## config.mk

```make
export PLATFORM = sky130hd
export DESIGN_NAME = mac_os_pe
export DESIGN_NICKNAME = d
export VERILOG_FILES = /design/src/rtl/mac_pkg.sv /design/src/rtl/mac_res_cell.sv /design/src/rtl/mac_os_pe.sv
export SDC_FILE = /design/constraint.sdc
export NUM_CORES = 1
export LEC_CHECK = 0
export CORE_MARGIN = 2
export CORE_UTILIZATION = 40
export CTS_BUF_LIST = sky130_fd_sc_hd__clkbuf_4 sky130_fd_sc_hd__clkbuf_8
export DETAILED_ROUTE_END_ITERATION = 10
export GPL_ROUTABILITY_DRIVEN = 0
export GPL_TIMING_DRIVEN = 0
export PLACE_DENSITY = 0.69
export RECOVER_POWER = 50
export SLEW_MARGIN = 25
export SYNTH_ARGS = -nofsm -noshare
export SYNTH_HDL_FRONTEND = slang
export SYNTH_SLANG_ARGS = --single-unit
```

## constraint.sdc

```tcl
create_clock -name clk -period 10.62 [get_ports clk]
set_input_delay 1.593 -clock clk [delete_from_list [all_inputs] [get_ports clk]]
set_output_delay 1.593 -clock clk [all_outputs]
set_load 0.05 [all_outputs]
```

## src/rtl/mac_pkg.sv

```systemverilog
// Shared types, result bounds and the round/saturate helper for the output-stationary MAC PE.
package mac_pkg;

  // The helper works at a fixed maximum width so any legal PE parameterisation can reuse it.
  localparam int unsigned AccMaxW = 128;
  localparam int unsigned OutMaxW = 64;
  localparam int unsigned OutDefW = 32;

  localparam logic signed [OutDefW-1:0] ResMax = {1'b0, {(OutDefW-1){1'b1}}};
  localparam logic signed [OutDefW-1:0] ResMin = {1'b1, {(OutDefW-1){1'b0}}};

  typedef struct packed {
    logic signed [OutMaxW-1:0] result;
    logic                      sat;
    logic                      valid;
  } res_t;

  typedef enum logic {AccEmpty = 1'b0, AccRun = 1'b1} acc_state_e;

  function automatic res_t round_sat(input logic signed [AccMaxW-1:0] sum,
                                     input int unsigned               frac_bits,
                                     input int unsigned               out_width);
    logic signed [AccMaxW-1:0] half;
    logic signed [AccMaxW-1:0] r;
    logic signed [AccMaxW-1:0] hi;
    logic signed [AccMaxW-1:0] lo;
    res_t                      o;
    half = '0;
    r    = sum;
    if (frac_bits > 0) begin
      half[frac_bits-1] = 1'b1;
      r = (sum + half) >>> frac_bits;
    end
    for (int unsigned i = 0; i < AccMaxW; i++) begin
      hi[i] = (i + 1 < out_width);
    end
    lo      = ~hi;
    o.valid = 1'b1;
    if (r > hi) begin
      o.result = hi[OutMaxW-1:0];
      o.sat    = 1'b1;
    end else if (r < lo) begin
      o.result = lo[OutMaxW-1:0];
      o.sat    = 1'b1;
    end else begin
      o.result = r[OutMaxW-1:0];
      o.sat    = 1'b0;
    end
    return o;
  endfunction

endpackage

```

## src/rtl/mac_res_cell.sv

```systemverilog
// Result holding register with capture-over-shift priority and sticky overrun detection.
module mac_res_cell #(
  parameter int unsigned OUT_WIDTH = 32
) (
  input  logic                 clk,
  input  logic                 rstn,
  input  logic                 cap_i,
  input  logic [OUT_WIDTH-1:0] cap_res_i,
  input  logic                 cap_sat_i,
  input  logic                 shift_en_i,
  input  logic [OUT_WIDTH-1:0] res_i,
  input  logic                 res_valid_i,
  input  logic                 res_sat_i,
  output logic [OUT_WIDTH-1:0] res_o,
  output logic                 res_valid_o,
  output logic                 res_sat_o,
  output logic                 overrun_o
);

  logic [OUT_WIDTH-1:0] res_d, res_q;
  logic                 vld_d, vld_q;
  logic                 sat_d, sat_q;
  logic                 ovr_d, ovr_q;

  always_comb begin
    res_d = res_q;
    vld_d = vld_q;
    sat_d = sat_q;
    ovr_d = ovr_q;
    if (cap_i) begin
      res_d = cap_res_i;
      sat_d = cap_sat_i;
      vld_d = 1'b1;
      // During a shift the value lost is the incoming upstream one, not the held one.
      if (shift_en_i ? res_valid_i : vld_q) ovr_d = 1'b1;
    end else if (shift_en_i) begin
      res_d = res_i;
      sat_d = res_sat_i;
      vld_d = res_valid_i;
    end
  end

  always_ff @(posedge clk or negedge rstn) begin
    if (!rstn) begin
      res_q <= '0;
      vld_q <= 1'b0;
      sat_q <= 1'b0;
      ovr_q <= 1'b0;
    end else begin
      res_q <= res_d;
      vld_q <= vld_d;
      sat_q <= sat_d;
      ovr_q <= ovr_d;
    end
  end

  assign res_o       = res_q;
  assign res_valid_o = vld_q;
  assign res_sat_o   = sat_q;
  assign overrun_o   = ovr_q;

endmodule

```

## src/rtl/mac_os_pe.sv

```systemverilog
// Output-stationary MAC PE: framed dot products, optional product pipe, round/saturate, drain chain.
module mac_os_pe
  import mac_pkg::*;
#(
  parameter int unsigned DATA_WIDTH = 16,
  parameter int unsigned ACC_WIDTH  = 64,
  parameter int unsigned OUT_WIDTH  = 32,
  parameter int unsigned FRAC_BITS  = 8,
  parameter int unsigned MULT_PIPE  = 1
) (
  input  logic                  clk,
  input  logic                  rstn,
  input  logic                  clear_i,
  input  logic                  valid_i,
  input  logic                  last_i,
  input  logic [DATA_WIDTH-1:0] data_i,
  input  logic [DATA_WIDTH-1:0] weight_i,
  output logic [DATA_WIDTH-1:0] data_o,
  output logic [DATA_WIDTH-1:0] weight_o,
  output logic                  valid_o,
  output logic                  last_o,
  input  logic                  shift_en_i,
  input  logic [OUT_WIDTH-1:0]  res_i,
  input  logic                  res_valid_i,
  input  logic                  res_sat_i,
  output logic [OUT_WIDTH-1:0]  res_o,
  output logic                  res_valid_o,
  output logic                  res_sat_o,
  output logic                  overrun_o,
  output logic                  dbg_acc_run_o
);

  logic [DATA_WIDTH-1:0] data_q, weight_q;
  logic                  valid_q, last_q;

  always_ff @(posedge clk or negedge rstn) begin
    if (!rstn) begin
      data_q   <= '0;
      weight_q <= '0;
      valid_q  <= 1'b0;
      last_q   <= 1'b0;
    end else begin
      valid_q <= valid_i;
      last_q  <= last_i & valid_i;
      if (valid_i) begin
        data_q   <= data_i;
        weight_q <= weight_i;
      end
    end
  end

  assign data_o   = data_q;
  assign weight_o = weight_q;
  assign valid_o  = valid_q;
  assign last_o   = last_q;

  logic signed [2*DATA_WIDTH-1:0] prod_full;
  logic signed [ACC_WIDTH-1:0]    prod_ext;
  logic signed [ACC_WIDTH-1:0]    s_prod;
  logic                           s_valid, s_last;

  assign prod_full = $signed(data_i) * $signed(weight_i);
  assign prod_ext  = {{(ACC_WIDTH-2*DATA_WIDTH){prod_full[2*DATA_WIDTH-1]}}, prod_full};

  if (MULT_PIPE != 0) begin : g_pipe
    logic signed [ACC_WIDTH-1:0] prod_q;
    logic                        pvalid_q, plast_q;

    always_ff @(posedge clk or negedge rstn) begin
      if (!rstn) begin
        prod_q   <= '0;
        pvalid_q <= 1'b0;
        plast_q  <= 1'b0;
      end else if (clear_i) begin
        prod_q   <= '0;
        pvalid_q <= 1'b0;
        plast_q  <= 1'b0;
      end else begin
        prod_q   <= prod_ext;
        pvalid_q <= valid_i;
        plast_q  <= last_i & valid_i;
      end
    end

    assign s_prod  = prod_q;
    assign s_valid = pvalid_q;
    assign s_last  = plast_q;
  end else begin : g_comb
    assign s_prod  = prod_ext;
    assign s_valid = valid_i;
    assign s_last  = last_i & valid_i;
  end

  logic signed [ACC_WIDTH-1:0] acc_q, sum;
  logic                        cap;

  assign sum = acc_q + s_prod;
  assign cap = s_valid & s_last & ~clear_i;

  // Restart on last keeps the next frame bubble-free.
  always_ff @(posedge clk or negedge rstn) begin
    if (!rstn) begin
      acc_q <= '0;
    end else if (clear_i) begin
      acc_q <= '0;
    end else if (s_valid) begin
      acc_q <= s_last ? '0 : sum;
    end
  end

  res_t                    conv;
  logic                    unused_conv;
  logic signed [AccMaxW-1:0] sum_ext;

  assign sum_ext     = {{(AccMaxW-ACC_WIDTH){sum[ACC_WIDTH-1]}}, sum};
  assign conv        = round_sat(sum_ext, FRAC_BITS, OUT_WIDTH);
  assign unused_conv = ^conv;

  mac_res_cell #(
    .OUT_WIDTH(OUT_WIDTH)
  ) u_res_cell (
    .clk        (clk),
    .rstn       (rstn),
    .cap_i      (cap),
    .cap_res_i  (conv.result[OUT_WIDTH-1:0]),
    .cap_sat_i  (conv.sat),
    .shift_en_i (shift_en_i),
    .res_i      (res_i),
    .res_valid_i(res_valid_i),
    .res_sat_i  (res_sat_i),
    .res_o      (res_o),
    .res_valid_o(res_valid_o),
    .res_sat_o  (res_sat_o),
    .overrun_o  (overrun_o)
  );

  acc_state_e state_d, state_q;

  always_ff @(posedge clk or negedge rstn) begin
    if (!rstn) state_q <= AccEmpty;
    else       state_q <= state_d;
  end

  always_comb begin
    state_d = state_q;
    if (clear_i || cap) state_d = AccEmpty;
    else if (s_valid)   state_d = AccRun;
  end

  always_comb begin
    dbg_acc_run_o = 1'b0;
    if (state_q == AccRun) dbg_acc_run_o = 1'b1;
  end

endmodule

```

==> results.tsv <==
metric	value	unit
outcome	finished, violations left	
violated checks	capacitance limit, slew limit	
Async SR Flop Fraction	100	%
placed wire-length estimate	50300	um
Final Slew Violations	83	
CTS Hold Bufs	0	
Core Rows	86	
global-route wire length before repair	102000	um
Vias	18800	
DR pass1 iterations	7	
Worst Setup Path Type	primary input to flip-flop	
# setup viols final	0	
Die Width	239	um
Hold Violations, Final	0	
Worst R2R Start	g_pipe.prod_q[62]	
RSZ-0062 raised after global routing	no	
Worst setup endpoint	g_pipe.prod_q[62]	
crit path cell chain	clkdlybuf4s50_1, clkbuf_1, nand2_1, inv_1, fa_1, fa_1, inv_1, fa_1, inv_1, fa_1, inv_1, fa_1, fa_1, inv_1, ha_1, or2_2, a21oi_1, a31oi_1, a211oi_1, o21bai_1, a21oi_1, o21ai_0, xnor2_1, nor2_1	
number of diodes	0	
vias in the first global route	19700	
clk slew on worst S/H paths	0.10	ns
residual DRC count	0	
worst r2r dst	u_res_cell.res_o[21]	
maximum fanout along the worst path	10	
worst slack, placed	1.01	ns
R2R depth	19	
register area share after synthesis	19.0	%
warnings from Yosys	0	
GR Overflow Total	0	
largest net degree at the start of global routing	87	
final wirelength	62300	um
initial antenna violation count	0	
Rel. slew slack	-221	%
Syn Nets	2943	
multi-input logic area	0.0163	mm2
synthesized area	0.0221	mm2
I/O Pins	142	
die area	0.0572	mm2
Critical-path top delay cell	fa_1	
worst setup margin	1.56	ns
FF+latch area	0.00421	mm2
clock root buffer master	clkbuf_8	
fin crit period	9.06	ns
worst hold path type	flip-flop to flip-flop	
Total Power	7920	uW
P per Cell Area	319	mW/mm2
R2R Setup Slk	3.87	ns
Die H	239	um
Main synth FF type	dfrtp_1	
number of port buffers	134	
clk_lat worst skew	0.58	ns
Yosys reg bits	168	
Nets	3098	
Worst Skew	0.0317	ns
worst-margin pin slew	4.82	ns
area grow syn2layout	12.0	%
Mean Syn Cell Area	8.99	um2
fraction of layout instances using a drive strength above 1	5.74	%
Longest Clk Path Bufs	2	
Fillers	5223	
vias per cell	5.65	
Starting Density	40.3	%
maximum VDD drop	0.364	mV
DR WL/cell	18.7	um
CP Data Required Time	11.06	ns
Static Leakage	0.0115	uW
Critical path origin	data_i[15]	
max_cap viols	1	
critical path arrival	9.50	ns
TritonCTS Sinks	168	
Final Cycle Share	85.3	%
hold_sp	u_res_cell.overrun_o	
startpoint type of the worst setup path	primary input	
Core Util, Final	45.2	%
Core Box Area	0.0549	mm2
critical path's largest stage delay	1.00	ns
Fmax	110	MHz
TNS Setup	0	ns
CTS buffer count	17	
Post-synth EDFFs	0	
Netlist cell types	103	
DR iter-0 viols	1402	
TritonCTS clock tree	yes	
CP endpoint kind	flip-flop	
cell count after synthesis	2462	
Setup Buffers After CTS	0	
Post-DRT Antenna Nets	0	
GR Util All Layers	22.5	%
CP dominant cell by count	fa_1	
Post-CTS Resized	0	
H-tree level count	4	
==> layer usage <==
layer | share of wire (%) | global-route usage, % | routed length [um] | up-vias
li1 | - | - | - | 8581
met1 | 41 | 27.8 | 25500 | 9447
met2 | 50 | 39.2 | 30900 | 642
met3 | 5.4 | 3.60 | 3390 | 151
met4 | 4.1 | 9.39 | 2560 | 0
met5 | 0 | 0 | 0 | -
==> worst max-delay path: cells and delay by family <==
| family | cells | cell delay, ns |
|---|---|---|
| fa+ha+maj | 7 | 4.04 |
| buf+inv | 7 | 1.82 |
| compound gates | 6 | 1.13 |
| simple gates | 3 | 0.57 |
| xor+xnor | 1 | 0.35 |
==> worst min path at each step <==
| stage | to | slack (ns) | cells after the start |
|---|---|---|---|
| after floorplan | acc_q[12] | 0.45 | 2 |
| after global placement | acc_q[5] | 0.47 | 2 |
| after detailed placement | u_res_cell.overrun_o | 0.47 | 1 |
| after CTS | u_res_cell.overrun_o | 0.49 | 1 |
| after global routing | acc_q[12] | 0.52 | 2 |
| final | u_res_cell.overrun_o | 0.49 | 1 |
==> synth_stat cells, types with 9 or more instances <==
| cell | count | area (um2) |
|---|---|---|
| nand2b_1 | 28 | 175 |
| o211ai_1 | 13 | 97.6 |
| mux2_2 | 34 | 383 |
| a211oi_1 | 10 | 75.1 |
| a21o_1 | 46 | 345 |
| o21ai_1 | 20 | 100 |
| buf_4 | 10 | 75.1 |
| a21oi_1 | 117 | 586 |
| nor4_1 | 10 | 62.6 |
| ha_1 | 146 | 1830 |
| clkbuf_1 | 89 | 334 |
| xor2_1 | 40 | 350 |
| xnor2_1 | 76 | 666 |
| o21a_1 | 11 | 82.6 |
| nor2_1 | 107 | 402 |
| inv_1 | 309 | 1160 |
| a22o_1 | 42 | 368 |
| a21boi_0 | 9 | 67.6 |
| fa_1 | 263 | 5270 |
| nor2b_1 | 17 | 106 |
| dfrtp_1 | 168 | 4200 |
| a22oi_1 | 27 | 203 |
| and3_1 | 25 | 156 |
| mux2i_1 | 23 | 230 |
| and2_1 | 123 | 769 |
| nor3_1 | 41 | 205 |
| o21ai_0 | 83 | 415 |
| nand4_1 | 26 | 163 |
| or3_1 | 10 | 62.6 |
| nand2_1 | 296 | 1110 |
| nand3_1 | 37 | 185 |
| a31oi_1 | 12 | 75.1 |
| buf_2 | 11 | 55.1 |
| o21bai_1 | 12 | 90.1 |
==> cell type report <==
type	count	area share, %
multi-input cells	1871	65.7
plain buffers	114	1.99
clock buffers	19	1.03
clock inverters	13	0.540
flip-flops and latches	168	17.0
well taps	704	3.55
repair buffers	136	5.54
inverters	309	4.68
==> logic make-up after synthesis <==
logic type               after synthesis  share of synthesized area, %
flip-flops                           168                          19.0
XOR/XNOR                             119                          4.81
multiplexers                          57                          2.77
AND/OR/NAND/NOR                      791                          18.4
buffers and inverters                423                          7.47
adder cells (fa/ha/maj)              409                          32.0
AO/OA/AOI/OAI                        495                          15.5
==> flip-flops by register name, summed over array words and instances (netlist names) <==
signal / flops
last_o: 1
g_pipe.plast_q: 1
u_res_cell.res_valid_o: 1
g_pipe.prod_q: 32
data_o: 16
u_res_cell.res_sat_o: 1
valid_o: 1
weight_o: 16
u_res_cell.overrun_o: 1
g_pipe.pvalid_q: 1
u_res_cell.res_o: 32
state_q: 1
acc_q: 64
==> power breakdown <==
part / switching [uW] / internal (uW)
clock: 285 / 201
combinational: 3880 / 2700
sequential: 72.7 / 785
total: 4240 / 3680
==> placed cells by master (no fill, tap or decap), drive strengths merged, types with 29 or more instances in the layout <==
master / n
inv: 316
nand2: 298
fa: 263
dfrtp: 168
ha: 146
clkdlybuf4s50: 129
and2: 124
a21oi: 117
clkbuf: 109
nor2: 107
o21ai: 104
xnor2: 78
a21o: 47
nor3: 43
a22o: 42
xor2: 41
nand3: 39
mux2: 34
a22oi: 33
nand4: 29
==> through the flow <==
step / hold slack [ns] / area [um2] / instances
2_1_floorplan: 0.454 / 22100 / 2462
3_3_place_gp: 0.469 / 24400 / 3300
3_5_place_dp: 0.467 / 24400 / 3302
4_1_cts: 0.494 / 24800 / 3334
5_1_grt: 0.524 / 24800 / 3334
6_report: 0.492 / 24800 / 3334
(Power assumes the default switching activity.)
